--- config.mk ---
export PLATFORM = sky130hd
export DESIGN_NAME = block_sum_collector
export DESIGN_NICKNAME = d
export VERILOG_FILES = /design/src/rtl/block_sum_collector.sv
export SDC_FILE = /design/constraint.sdc
export NUM_CORES = 1
export LEC_CHECK = 0
export ABC_AREA = 0
export BUFFER_PORTS_ARGS = -buffer_cell sky130_fd_sc_hd__buf_2
export CORE_MARGIN = 2
export CORE_UTILIZATION = 50
export DETAILED_ROUTE_END_ITERATION = 10
export PLACE_DENSITY = 0.7
export SLEW_MARGIN = 20
export SYNTH_ARGS = -nofsm -noshare
export SYNTH_HDL_FRONTEND = slang
export SYNTH_SLANG_ARGS = --single-unit
--- constraint.sdc ---
create_clock -name Clock -period 2.9 [get_ports Clock]
set_input_delay 0.58 -clock Clock [delete_from_list [all_inputs] [get_ports Clock]]
set_output_delay 0.58 -clock Clock [all_outputs]
set_load 0.01 [all_outputs]
--- src/rtl/block_sum_collector.sv ---
// Collects the per-group result words of the block-sum engine after each Ready
// rising edge and streams them out through a small valid/ready FIFO.
module block_sum_collector #(
  parameter int DATA_W     = 16,
  parameter int ADDR_W     = 5,
  parameter int GROUP_SIZE = 8,
  parameter int NUM_GROUPS = 4,
  parameter int FIFO_DEPTH = 4
) (
  input  logic              Clock,
  input  logic              Reset,
  input  logic              SumReady,
  output logic              BusReq,
  input  logic              BusGrant,
  output logic [ADDR_W-1:0] Address,
  output logic              ReadEnable,
  input  logic [DATA_W-1:0] DataOut,
  output logic              OutValid,
  input  logic              OutReady,
  output logic [DATA_W-1:0] OutData,
  output logic [1:0]        OutIndex,
  output logic              OutLast,
  output logic [7:0]        FrameCount,
  output logic              Overrun
);

  localparam int G_W = (NUM_GROUPS > 1) ? $clog2(NUM_GROUPS) : 1;
  localparam int P_W = $clog2(FIFO_DEPTH);
  localparam int C_W = P_W + 1;

  typedef enum logic [0:0] {
    ST_IDLE = 1'b0,
    ST_REQ  = 1'b1
  } state_t;

  state_t            state_r, state_s;
  logic [G_W-1:0]    g_r, g_s;
  logic              sum_ready_q_r;
  logic              start_s;
  logic              last_grp_s;
  logic              push_s;
  logic              pop_s;
  logic              bus_req_s;
  logic              fifo_full_s;
  logic [ADDR_W-1:0] grp_addr_s;
  logic [ADDR_W-1:0] addr_s;
  logic [P_W-1:0]    wr_ptr_r, rd_ptr_r;
  logic [C_W-1:0]    count_r;
  logic [DATA_W-1:0] fifo_data_r [FIFO_DEPTH];
  logic [1:0]        fifo_idx_r  [FIFO_DEPTH];
  logic              fifo_last_r [FIFO_DEPTH];
  logic [7:0]        frame_count_r;
  logic              overrun_r;

  assign start_s     = SumReady && !sum_ready_q_r;
  assign last_grp_s  = (g_r == G_W'(NUM_GROUPS - 1));
  assign grp_addr_s  = ADDR_W'(g_r) * ADDR_W'(GROUP_SIZE) + ADDR_W'(GROUP_SIZE - 1);
  assign fifo_full_s = (count_r == C_W'(FIFO_DEPTH));
  assign OutValid    = (count_r != {C_W{1'b0}});
  assign pop_s       = OutValid && OutReady;

  assign BusReq      = bus_req_s;
  assign ReadEnable  = push_s;
  assign Address     = addr_s;
  assign FrameCount  = frame_count_r;
  assign Overrun     = overrun_r;
  // Head is forced to zero when empty so an idle stream shows reset values.
  assign OutData     = OutValid ? fifo_data_r[rd_ptr_r] : {DATA_W{1'b0}};
  assign OutIndex    = OutValid ? fifo_idx_r[rd_ptr_r]  : 2'b00;
  assign OutLast     = OutValid ? fifo_last_r[rd_ptr_r] : 1'b0;

  // Next-state, group advance and read-port strobes.
  always_comb begin
    state_s   = state_r;
    g_s       = g_r;
    push_s    = 1'b0;
    bus_req_s = 1'b0;
    addr_s    = {ADDR_W{1'b0}};
    case (state_r)
      ST_IDLE: begin
        if (start_s) begin
          state_s = ST_REQ;
          g_s     = {G_W{1'b0}};
        end else begin
          state_s = ST_IDLE;
        end
      end
      ST_REQ: begin
        bus_req_s = 1'b1;
        addr_s    = grp_addr_s;
        // A stalled cycle keeps g so no group is skipped or read twice.
        if (BusGrant && !fifo_full_s) begin
          push_s = 1'b1;
          if (last_grp_s) begin
            state_s = ST_IDLE;
            g_s     = {G_W{1'b0}};
          end else begin
            g_s = g_r + G_W'(1'b1);
          end
        end else begin
          g_s = g_r;
        end
      end
      default: begin
        state_s = ST_IDLE;
        g_s     = {G_W{1'b0}};
      end
    endcase
  end

  // FSM state, edge detector, frame counter and sticky overrun flag.
  always_ff @(posedge Clock or negedge Reset) begin
    if (!Reset) begin
      state_r       <= ST_IDLE;
      g_r           <= {G_W{1'b0}};
      sum_ready_q_r <= 1'b0;
      frame_count_r <= 8'd0;
      overrun_r     <= 1'b0;
    end else begin
      state_r       <= state_s;
      g_r           <= g_s;
      sum_ready_q_r <= SumReady;
      if (push_s && last_grp_s) begin
        frame_count_r <= frame_count_r + 8'd1;
      end
      if (start_s && (state_r != ST_IDLE)) begin
        overrun_r <= 1'b1;
      end
    end
  end

  // Output FIFO storage and pointers; full already blocks push, so push+pop never overflows.
  always_ff @(posedge Clock or negedge Reset) begin
    if (!Reset) begin
      wr_ptr_r <= {P_W{1'b0}};
      rd_ptr_r <= {P_W{1'b0}};
      count_r  <= {C_W{1'b0}};
      for (int i = 0; i < FIFO_DEPTH; i++) begin
        fifo_data_r[i] <= {DATA_W{1'b0}};
        fifo_idx_r[i]  <= 2'b00;
        fifo_last_r[i] <= 1'b0;
      end
    end else begin
      if (push_s) begin
        fifo_data_r[wr_ptr_r] <= DataOut;
        fifo_idx_r[wr_ptr_r]  <= 2'(g_r);
        fifo_last_r[wr_ptr_r] <= last_grp_s;
        wr_ptr_r              <= wr_ptr_r + P_W'(1'b1);
      end
      if (pop_s) begin
        rd_ptr_r <= rd_ptr_r + P_W'(1'b1);
      end
      case ({push_s, pop_s})
        2'b10:   count_r <= count_r + C_W'(1'b1);
        2'b01:   count_r <= count_r - C_W'(1'b1);
        default: count_r <= count_r;
      endcase
    end
  end

endmodule

======== Word-level counts from Yosys, hierarchy flattened ========
Cells that the tools add are included.
storage, ports and cells
  flip-flop bits (word level) ............. 96
  input bits .............................. 21
  output and inout bits ................... 36
  logic and storage cells ................. 84
cells by class
  add/sub/neg operators ................... 7
  $lt $le $gt $ge ......................... 3
  equal/unequal tests ..................... 6
  multiplexer cells ....................... 34
  bitwise logic cells ..................... 3
  reduce and logical (&&, ||, !) cells .... 11
operators with widths
  operator                                                  count
  bitwise mux 64 bit                                        1
  2-to-1 mux 16 bit                                         4
  binary-select mux 16 bit (select 2 bit)                   1
  demux 16 bit (select 2 bit)                               1
  2-to-1 mux 2 bit                                          7
  2-to-1 mux 1 bit                                          10
  adder 8 x 1 -> 8 bit, second input constant               1
  bitwise mux 8 bit                                         1
  adder 2 x 1 -> 2 bit, second input constant               3
  greater-or-equal comparator 3 bit, second input constant  2
  logical AND 1 bit                                         6
  inverter 2 -> 3 bit                                       2
  case mux 3 bit (2 select lines)                           1
  adder 5 x 3 -> 5 bit, second input constant               1
  2-to-1 mux 5 bit                                          1
  binary-select mux 2 bit (select 2 bit)                    1
  bitwise mux 4 bit                                         1
  demux 2 bit (select 2 bit)                                1
  equality test 2 bit, second input constant                2
  case mux 2 bit (2 select lines)                           1
  adder 3 x 1 -> 3 bit, second input constant               1
  equality test 3 bit, second input constant                1
  < comparator 3 x 1 -> 1 bit, second input constant        1
  nonzero test 3 bit                                        1
  11 further kinds                                          12

======== Depth between registers and ports, before layout ========
Gate-level depths: netlist (run 1).
  word-level depth ........................ 7
  depth in mapped cells ................... 10
  gate-level depth less buffers ........... 8

======== Worst setup path before layout (run 1) ========
No wires, ideal clock.
  kind .................................... reg-to-reg
  from .................................... reg count_r[0]
  to ...................................... reg count_r[2]
  setup time .............................. 0.079 ns
  data arrival time ....................... 1.998 ns
  required time ........................... 2.821 ns
  path slack .............................. 0.823 ns
  stages on the path, launching flop included .. 10
  path buffers ............................ 1
  period minus slack after synthesis ...... 2.077 ns
  cells stage by stage .................... dfrtp_1 or3b_1 buf_6 nand2_2 ha_1 inv_1 fa_1 xor2_1 nor2_1 xor2_1
between the ends
  longest elaborated chain between the ends .. 7
  elaborated cells between the ends (all ways) .. 13
  classes of those cells .................. add/sub: 2; eq/ne: 3; mux: 3; reduce/logical: 5
ends and longest elaborated chain
  item                                                                   RTL line  text
  start: declaration                                                     48        logic [C_W-1:0] count_r;
  start signal: assignment                                               137       count_r <= {C_W{1'b0}};
  start signal: assignment                                               154       2'b10: count_r <= count_r + C_W'(1'b1);
  start signal: assignment                                               155       2'b01: count_r <= count_r - C_W'(1'b1);
  equality test 3 bit                                                    58        assign fifo_full_s = (count_r == C_W'(FIFO_DEPTH));
  logical NOT 1 bit                                                      92        if (BusGrant && !fifo_full_s) begin
  logical AND 1 bit                                                      92
  2-to-1 mux 1 bit                                                       92
  2-to-1 mux 1 bit                                                       79        case (state_r)
  equality test 2 x 1 -> 1 bit or equality test 2 bit (tied branches)    153       case ({push_s, pop_s})
  case mux 3 bit (2 select lines) or nonzero test 2 bit (tied branches)  n/a
Several ways; a longest one is shown, not always the timed one.
A chain may end at the register's enable or synchronous reset.

======== Worst setup path after layout (run 1) ========
  from .................................... reg rd_ptr_r[0]
  to ...................................... out OutData[15]
between the ends
  longest elaborated chain between the ends .. 5
ends and longest elaborated chain
  item                                                   RTL line  text
  start: declaration                                     47        logic [P_W-1:0] wr_ptr_r, rd_ptr_r;
  start signal: assignment                               136       rd_ptr_r <= {P_W{1'b0}};
  start signal: assignment                               151       rd_ptr_r <= rd_ptr_r + P_W'(1'b1);
  inverter 2 -> 3 bit (implied by the code)              68        assign OutData = OutValid ? fifo_data_r[rd_ptr_r] : {DATA_W{1'b0}};
  binary-select mux 16 bit (select 2 bit)                68
  2-to-1 mux 16 bit (implied by the code) (2 in series)  68
  2-to-1 mux 16 bit                                      68
  end: declaration                                       20        output logic [DATA_W-1:0] OutData,
Every way passes these cells. The select of a mux whose other input is x is not followed.

==> results.json, run 1 <==
{
  "cp.arrival_ns": 2.03,
  "whs_ns": 0.250,
  "slew_viol_final": 0,
  "ys.flop_type": "dfrtp_1",
  "wl_per_cell_um": 17.9,
  "cts_setup_buffers": 0,
  "postSynthAreaPerCell_um2": 15.8,
  "cp_data_required_time_ns": 2.32,
  "status": "finished, final reports clean",
  "synth_fp_nets": 324,
  "synth_warnings": 0,
  "rsz0062_at_grt": "false",
  "core_mm2": 0.00915,
  "ios": 57,
  "dr.pass1.iters": 4,
  "dpl_worst_slack_ns": 0.588,
  "grt_pass1_wl_mm": 14.1,
  "synth_edf_count": 0,
  "power_density_mw_per_mm2": 1190,
  "tightest_slew_ns": 0.640,
  "wl_mm": 8.36,
  "ys_types": 35,
  "synth_seq_cells": 96,
  "synth-xor-area-share_pct": 2.44,
  "fin_skew_ns": 0.00886,
  "synth_area_leader_cell": "dfrtp_1",
  "drv_cap": 0,
  "grt_usage_pct": 18.1,
  "final_hold_viol_count": 0,
  "initial_utilization_pct": 51.0,
  "area_growth_pct": 11.9,
  "crit_fanout": 7,
  "synth_common_cells": "96 x dfrtp_1, 40 x mux2_4, 38 x mux2_2",
  "fin_ws_ns": 0.289,
  "portBuffers": 56,
  "yosysSeqAreaShare_pct": 51.5,
  "fp-row-count": 35,
  "root_buffer": "clkbuf_8",
  "num_vias": 2551,
  "drive_gt1_share_pct": 50.8,
  "clock.fmax_mhz": 383,
  "syn_area_mm2": 0.00466,
  "fp.dieArea_mm2": 0.0101,
  "drc": 0,
  "synth_most_common_cell": "dfrtp_1",
  "ir_worst_vdd_mv": 0.520,
  "cts_tree": "yes",
  "cp-start-kind": "flip-flop",
  "setup_viol": 0,
  "first_iter_violations": 61,
  "clock_latency_ns": 0.35,
  "relSlewSlack_pct": 57.3,
  "period_needed_ns": 2.61,
  "finalSetupTns_ns": 0,
  "ant_nets": 0,
  "leakage_nw": 2.50,
  "hp-class": "input port to asynchronous set/reset pin",
  "fin_crit_sh_pct": 90.0,
  "cts_resized": 0,
  "clkTransAtPathRegs_ns": 0.09,
  "synth_area_leaders": "dfrtp_1 52%, mux2_4 13%, mux2_2 9.2%, mux4_2 9.2%, and2_1 3.1%",
  "gp_congestion": 0.730,
  "numCtsBuffers": 9,
  "cts_max_level": 3,
  "grt_max_degree": 50,
  "ctsHoldBuffers": 0,
  "final_nets": 381,
  "antenna_found_initial": 1,
  "hpwl_mm": 5.54,
  "grt_pass1_vias": 2708,
  "yosys-mux-area-fraction_pct": 31.4,
  "synth_top_cell_area_share_pct": 51.5,
  "die_x_um": 101,
  "viasPerCell": 5.45,
  "path_class": "flip-flop to output pin",
  "reg2regPathDepth": 8,
  "clock_sinks": 96,
  "overflow": 0,
  "clockBufferDepth": 2,
  "syn_inst": 295,
  "synth_top_family_by_area": "multiplexers",
  "synth-compound-area-share_pct": 0.724,
  "chipHeight_um": 101,
  "yosys.area_share.simple_pct": 7.75,
  "synthArstFlopShare_pct": 100,
  "worstSetupEndpointType": "output pin",
  "synth_fa_ha_area_share_pct": 2.31
}
[layer usage]
metal,GRT usage (%),part of all wire [%],vias to the layer above
met3,4.44,4.2,7
met2,27.6,47,51
met5,0,0,-
met1,25.9,48,1313
met4,5.06,0.93,0
li1,-,-,1180
[final timing paths]
path,startpoint,to,slack (ns)
worst max-delay path,rd_ptr_r[0],OutData[15],0.29
worst min-delay path,Reset,fifo_data_r[58],0.25
worst max register to register,count_r[0],count_r[2],0.58
worst min register to register,Overrun,Overrun,0.46
max in group asynchronous,Reset,g_r[1],1.97
min in group Clock,SumReady,sum_ready_q_r,0.36
[placed cells by master (no fill, tap or decap), types with 2 or more instances in the layout]
cell,synthesis,layout
mux4_2,19,19
nor2_1,5,5
xnor2_1,3,3
xor2_1,10,10
clkbuf_8,0,11
bufinv_16,0,2
mux2_2,38,38
nand2_1,3,3
and2_1,23,23
dfrtp_1,96,96
o21ai_0,2,2
nand3_1,3,3
nor3_1,2,2
nand3_4,4,4
ha_1,7,7
inv_1,5,5
buf_2,3,55
nand4_1,4,4
buf_4,3,6
mux2_4,40,40
nor4_1,2,2
[registers in the layout, indices dropped and copies added, names as in the netlist]
register,count
fifo_last_r,4
fifo_data_r,64
Overrun,1
sum_ready_q_r,1
rd_ptr_r,2
state_r,1
g_r,2
wr_ptr_r,2
FrameCount,8
fifo_idx_r,8
count_r,3
[worst max-delay path, cell delays in order, from the launching register on]
cell,delay [ns]
dfrtp_1,0.58
buf_4,0.26
mux4_2,0.53
and2_1,0.18
buf_2,0.13
[through the flow]
step | power [mW] | cells | utilization, % | area (um^2)
floorplan | 4.58 | 295 | - | 4660
global placement | 5.21 | 452 | 54.5 | 4990
detailed placement | 5.30 | 452 | 54.5 | 4990
CTS | 6.30 | 467 | 57.0 | 5220
global route | 6.67 | 467 | 57.0 | 5220
finish | 6.23 | 468 | 57.0 | 5220
[cells by family (layout without fill, tap and decap cells)]
kind of cell / after synthesis / after routing
xor+xnor: 13 / 13
simple gates: 53 / 53
fa+ha+maj: 8 / 8
compound gates: 5 / 5
flops: 96 / 96
mux: 98 / 98
other cells: 0 / 1
buf+inv: 22 / 83
[power breakdown]
part,internal [mW],switching (mW)
combinational,1.72,1.12
sequential,1.96,0.438
clock,0.532,0.453
[layout make-up]
| cell class | count | area (um^2) |
|---|---|---|
| fill | 766 | 3940 |
| timing repair buffer | 62 | 340 |
| multi-input combinational | 177 | 2080 |
| antenna | 1 | 2.50 |
| clock buffer | 11 | 151 |
| clock inverter | 4 | 76.3 |
| sequential | 96 | 2400 |
| tap | 111 | 139 |
| inverter | 6 | 22.5 |
No activity file was read; power rests on OpenSTA's default activity.
==> inputs of run 2 (changes only) <==
Settings changed: CORE_ASPECT_RATIO set to 1.4, CORE_UTILIZATION 50 to 37, PLACE_DENSITY 0.7 to not set.
==> results.json, run 2 (synthesized netlist as in run 1, its figures left out) <==
{
  "chipHeight_um": 137,
  "grt_usage_pct": 14.4,
  "status": "finished, final reports clean",
  "ir_worst_vdd_mv": 0.385,
  "final_hold_viol_count": 0,
  "cts_max_level": 3,
  "p_sw_share_pct": 33.0,
  "gp_congestion": 0.752,
  "largest_register": "fifo_data_r",
  "grt_pass1_vias": 2813,
  "drive_gt1_share_pct": 50.8,
  "clock.fmax_mhz": 411,
  "diodes": 0,
  "cp_cell_sequence": "buf_4 -> mux4_2 -> and2_1 -> buf_2",
  "crit_buf_inv": 2,
  "die_x_um": 98.9,
  "stdcell_area_mm2": 0.00531,
  "wl_mm": 9.13,
  "fp.dieArea_mm2": 0.0135,
  "hp-class": "input port to asynchronous set/reset pin",
  "clock_sinks": 96,
  "crit_fanout": 15,
  "use_met3_pct": 2.04,
  "worstSetupEndpointType": "output pin",
  "final.fill_count": 1111,
  "grtUsageMet1_pct": 18.9,
  "cp-start-kind": "flip-flop",
  "grt_pass1_wl_mm": 15.0,
  "cts_resized": 0,
  "numCtsBuffers": 9,
  "tightest_slew_ns": 0.625,
  "clkPwrFrac_pct": 17.7,
  "hpwl_mm": 5.89,
  "viasPerCell": 5.12,
  "rsz0062_at_grt": "false",
  "slew_viol_final": 0,
  "initial_utilization_pct": 37.9,
  "ant_nets": 0,
  "portBuffers": 56,
  "period_needed_ns": 2.43,
  "drc": 0,
  "area_growth_pct": 13.9,
  "fp-row-count": 48,
  "overflow": 0,
  "num_vias": 2591,
  "seq_power_share_pct": 37.0,
  "fin_skew_ns": 0.0104,
  "clock_latency_ns": 0.35,
  "layout_common_cells": "96 x dfrtp_1, 55 x buf_2, 40 x mux2_4, 38 x mux2_2, 23 x and2_1",
  "register_area_mm2": 0.00240,
  "core_mm2": 0.0123,
  "antenna_found_initial": 0,
  "largest_reg_flops": 64,
  "grt_max_degree": 51,
  "combPwrFrac_pct": 45.3,
  "dpl_cell_area_mm2": 0.00503,
  "ios": 57,
  "setup_viol": 0,
  "switching_power_mw": 2.11,
  "grtUsageMet2_pct": 23.5,
  "first_iter_violations": 52,
  "cpMaxStageDelayCell": "dfrtp_1",
  "wl_per_cell_um": 18.0,
  "final_common_cell": "dfrtp_1",
  "p_int_mw": 4.29,
  "relSlewSlack_pct": 58.4,
  "root_buffer": "clkbuf_16",
  "multi_input_area_mm2": 0.00208,
  "cp_data_required_time_ns": 2.32,
  "cts_tree": "yes",
  "clkTransAtPathRegs_ns": 0.07,
  "cts_setup_buffers": 0,
  "max_stage_delay_ns": 0.51,
  "clockBufferDepth": 2,
  "grt.busiest_layer": "met2",
  "finalSetupTns_ns": 0,
  "dr.pass1.iters": 4,
  "final_nets": 380,
  "leakage_nw": 2.52,
  "cp.arrival_ns": 1.85,
  "ctsHoldBuffers": 0,
  "power_density_mw_per_mm2": 1210,
  "path_class": "flip-flop to output pin",
  "drv_cap": 0,
  "crit_family": "flip-flops",
  "fin_crit_sh_pct": 84.0
}
==> run 2: final cells by class <==
cell class | count | share of cell area [%]
clock buffers | 10 | 4.50
flip-flops and latches | 96 | 45.2
well taps | 150 | 3.53
inverters | 6 | 0.424
multi-input cells | 177 | 39.2
clock inverters | 6 | 0.801
repair buffers | 61 | 6.27
==> run 2: layer usage <==
metal | wire length (um) | up-vias
met1 | 4150 | 1379
met2 | 4600 | 34
met5 | 0 | -
li1 | - | 1169
met4 | 160 | 0
met3 | 223 | 9
==> run 2: final timing paths <==
path | endpoint | slack, ns | startpoint | cells after the start
worst max-delay path | OutIndex[1] | 0.47 | rd_ptr_r[1] | 4
worst min register to register | Overrun | 0.46 | Overrun | 1
min in group Clock | sum_ready_q_r | 0.37 | SumReady | 1
worst min-delay path | fifo_data_r[37] | 0.24 | Reset | 1
worst max register to register | count_r[2] | 0.50 | count_r[0] | 8
max in group asynchronous | count_r[2] | 1.95 | Reset | 2
==> run 2: power groups by stage <==
| stage | logic (mW) | clock network [mW] | registers (mW) |
|---|---|---|---|
| 6_report | 2.90 | 1.13 | 2.37 |
| 5_1_grt | 3.16 | 1.22 | 2.45 |
| 4_1_cts | 2.96 | 1.16 | 2.37 |
| 3_5_place_dp | 2.95 | 0 | 2.39 |
| 3_3_place_gp | 2.90 | 0 | 2.36 |
| 2_1_floorplan | 2.33 | 0 | 2.26 |
==> run 2: metrics by stage <==
stage               hold slack, ns  setup slack [ns]  power, mW  instances  utilization [%]
CTS                          0.273             0.444       6.49        506             43.1
detailed placement           0.447             0.591       5.33        490             40.8
global route                 0.294             0.386       6.83        506             43.1
floorplan                    0.284             0.823       4.58        295                -
finish                       0.240             0.465       6.40        506             43.1
global placement             0.439             0.641       5.27        490             40.8
==> run 2: worst register-to-register path, stage by stage, from the launching register on <==
cell and delay, ns:
dfrtp_1 0.43, or3b_1 0.60, nand2_2 0.19, ha_1 0.19
inv_1 0.06, fa_1 0.37, xor2_1 0.15, nor2_1 0.14
xor2_1 0.18
==> inputs of run 3 (changes only) <==
Settings changed: ABC_AREA 0 to 1.
Clock period 2.9 ns to 2.44 ns, I/O delays scaled along.
==> results.json, run 3 <==
{
  "status": "finished, final reports clean",
  "yosysSeqAreaShare_pct": 52.7,
  "leakage_nw": 2.64,
  "final_util_pct": 43.3,
  "cp_cell_sequence": "inv_1 -> buf_4 -> o21ai_0 -> a21oi_1 -> buf_2",
  "grt_pass1_vias": 3545,
  "gp_congestion": 0.763,
  "startpoint": "rd_ptr_r[0]",
  "relSlewSlack_pct": 64.5,
  "initial_utilization_pct": 37.4,
  "grt_max_degree": 47,
  "final_common_cell": "nand2_1",
  "final_hold_viol_count": 0,
  "ys.flop_type": "dfrtp_1",
  "overflow": 0,
  "final_nets": 626,
  "clock_latency_ns": 0.35,
  "drc": 0,
  "clkTransAtPathRegs_ns": 0.07,
  "path_class": "flip-flop to output pin",
  "hpwl_mm": 6.87,
  "drive_gt1_share_pct": 18.8,
  "fp-row-count": 48,
  "cts_setup_buffers": 0,
  "antenna_found_initial": 0,
  "dpl_cell_area_mm2": 0.00497,
  "wl_per_cell_um": 13.8,
  "clock.fmax_mhz": 448,
  "placedCellCount": 736,
  "slew_viol_final": 0,
  "stdcell_area_mm2": 0.00529,
  "synth_seq_cells": 96,
  "synth_edf_count": 0,
  "postSynthAreaPerCell_um2": 8.32,
  "clock_sinks": 96,
  "stdcell_count": 752,
  "synth_top_cell_area_share_pct": 52.7,
  "first_iter_violations": 149,
  "syn_inst": 548,
  "ir_worst_vdd_mv": 0.568,
  "synth_warnings": 0,
  "fp.dieArea_mm2": 0.0132,
  "ios": 57,
  "grt_usage_pct": 16.5,
  "synth_area_leader_cell": "dfrtp_1",
  "area_growth_pct": 15.9,
  "synth_fp_nets": 577,
  "core_mm2": 0.0122,
  "power_density_mw_per_mm2": 1380,
  "regToRegEndpoint": "count_r[2]",
  "synth_common_cells": "118 x nand2_1, 96 x dfrtp_1, 94 x o21ai_0",
  "chipHeight_um": 135,
  "cts_max_level": 3,
  "r2r_start": "count_r[0]",
  "worstSetupEndpointType": "output pin",
  "reg2regPathDepth": 9,
  "fin_crit_sh_pct": 91.4,
  "num_vias": 3647,
  "synthArstFlopShare_pct": 100,
  "tightest_slew_ns": 0.532,
  "layout_common_cells": "118 x nand2_1, 95 x dfrtp_1, 94 x o21ai_0, 86 x nor2_1, 55 x buf_2",
  "syn_area_mm2": 0.00456,
  "largest_reg_flops": 64,
  "viasPerCell": 4.85,
  "cp.arrival_ns": 1.74,
  "cts_tree": "yes",
  "ant_nets": 0,
  "setup_viol": 0,
  "largest_register": "fifo_data_r",
  "synth_area_leaders": "dfrtp_1 53%, o21ai_0 10%, nand2_1 9.7%, nor2_1 7.1%, inv_1 3.2%",
  "clockBufferDepth": 2,
  "r2r_slack_ns": 0.35,
  "synth_most_common_cell": "nand2_1",
  "ctsHoldBuffers": 0,
  "hp-class": "input port to asynchronous set/reset pin",
  "cpMaxStageDelayCell": "dfrtp_2",
  "power.total_mw": 7.28,
  "crit_fanout": 26,
  "finalSetupTns_ns": 0,
  "portBuffers": 56,
  "dr.pass1.iters": 4,
  "diodes": 0,
  "cp-start-kind": "flip-flop",
  "max_stage_delay_ns": 0.48,
  "die_x_um": 97.8,
  "cp_data_required_time_ns": 1.95,
  "ys_types": 29,
  "grt_pass1_wl_mm": 17.3,
  "fin_skew_ns": 0.00814,
  "rsz0062_at_grt": "false",
  "wl_mm": 10.4,
  "period_needed_ns": 2.23,
  "root_buffer": "clkbuf_16",
  "drv_cap": 0,
  "numCtsBuffers": 9,
  "cts_resized": 0
}
run 3: changes by cell type in the layout (fill, tap and decap cells not counted), moves of 21 or more:
cell     delta
nand2_1   +115
o21ai_0    +92
nor2_1     +81
mux2_4     -40
mux2_2     -38
inv_1      +34
and2_1     -23
a21oi_1    +21
run 3: power breakdown:
group / total, mW / switching, mW / leakage, nW / internal [mW]
Combinational: 3.10 / 1.90 / 1.27 / 1.20
Sequential: 2.69 / 0.423 / 1.21 / 2.26
Clock: 1.49 / 0.594 / 0.156 / 0.895
Total: 7.28 / 2.92 / 2.64 / 4.36
run 3: how the worst max path moves through the flow:
stage,endpoint,cells after the start,slack [ns]
after CTS,OutData[15],6,0.13
after detailed placement,count_r[2],10,0.33
after global routing,OutData[15],6,0.1
after floorplan,count_r[2],9,0.52
final,OutIndex[0],5,0.21
after global placement,count_r[2],10,0.39
run 3: kinds of logic (layout without fill, tap and decap cells):
group,count (synthesis),in the layout,share of synthesized area [%]
and+or+nand+nor,223,223,19.5
buffers and inverters,73,127,7.63
DFF,96,96,52.7
AOI/OAI and AO/OA,143,143,16.9
xor gates and xnor gates,5,5,0.960
adders and majority gates,8,8,2.36
run 3: area by class of cell:
type,count,area [um^2]
clock inverter,6,83.8
fill,1231,6910
clock buffer,10,229
multi-input combinational,379,1810
timing repair buffer,71,420
tap,150,188
sequential,96,2400
inverter,40,150
run 3: through the flow:
stage | setup slack, ns | hold slack, ns
after global placement | 0.389 | 0.437
after detailed placement | 0.327 | 0.452
after floorplan | 0.522 | 0.192
after global routing | 0.0963 | 0.120
after CTS | 0.129 | 0.106
final | 0.210 | 0.0939
run 3: per-layer routing:
metal  up-vias  part of all wire [%]  global-route usage, %  wire, um
met5         -                     0                      0         0
met4         0                   1.7                   6.40       177
met3        10                   4.1                   3.41       427
met2        74                    50                   28.3      5190
met1      1721                    44                   20.4      4560
li1       1842                     -                      -         -
run 3: critical path, delay by kind of cell (launching register included):
family,cells,cell delay (ns)
buffers and inverters,3,0.54
flip-flops,1,0.48
AO/OA/AOI/OAI,2,0.38
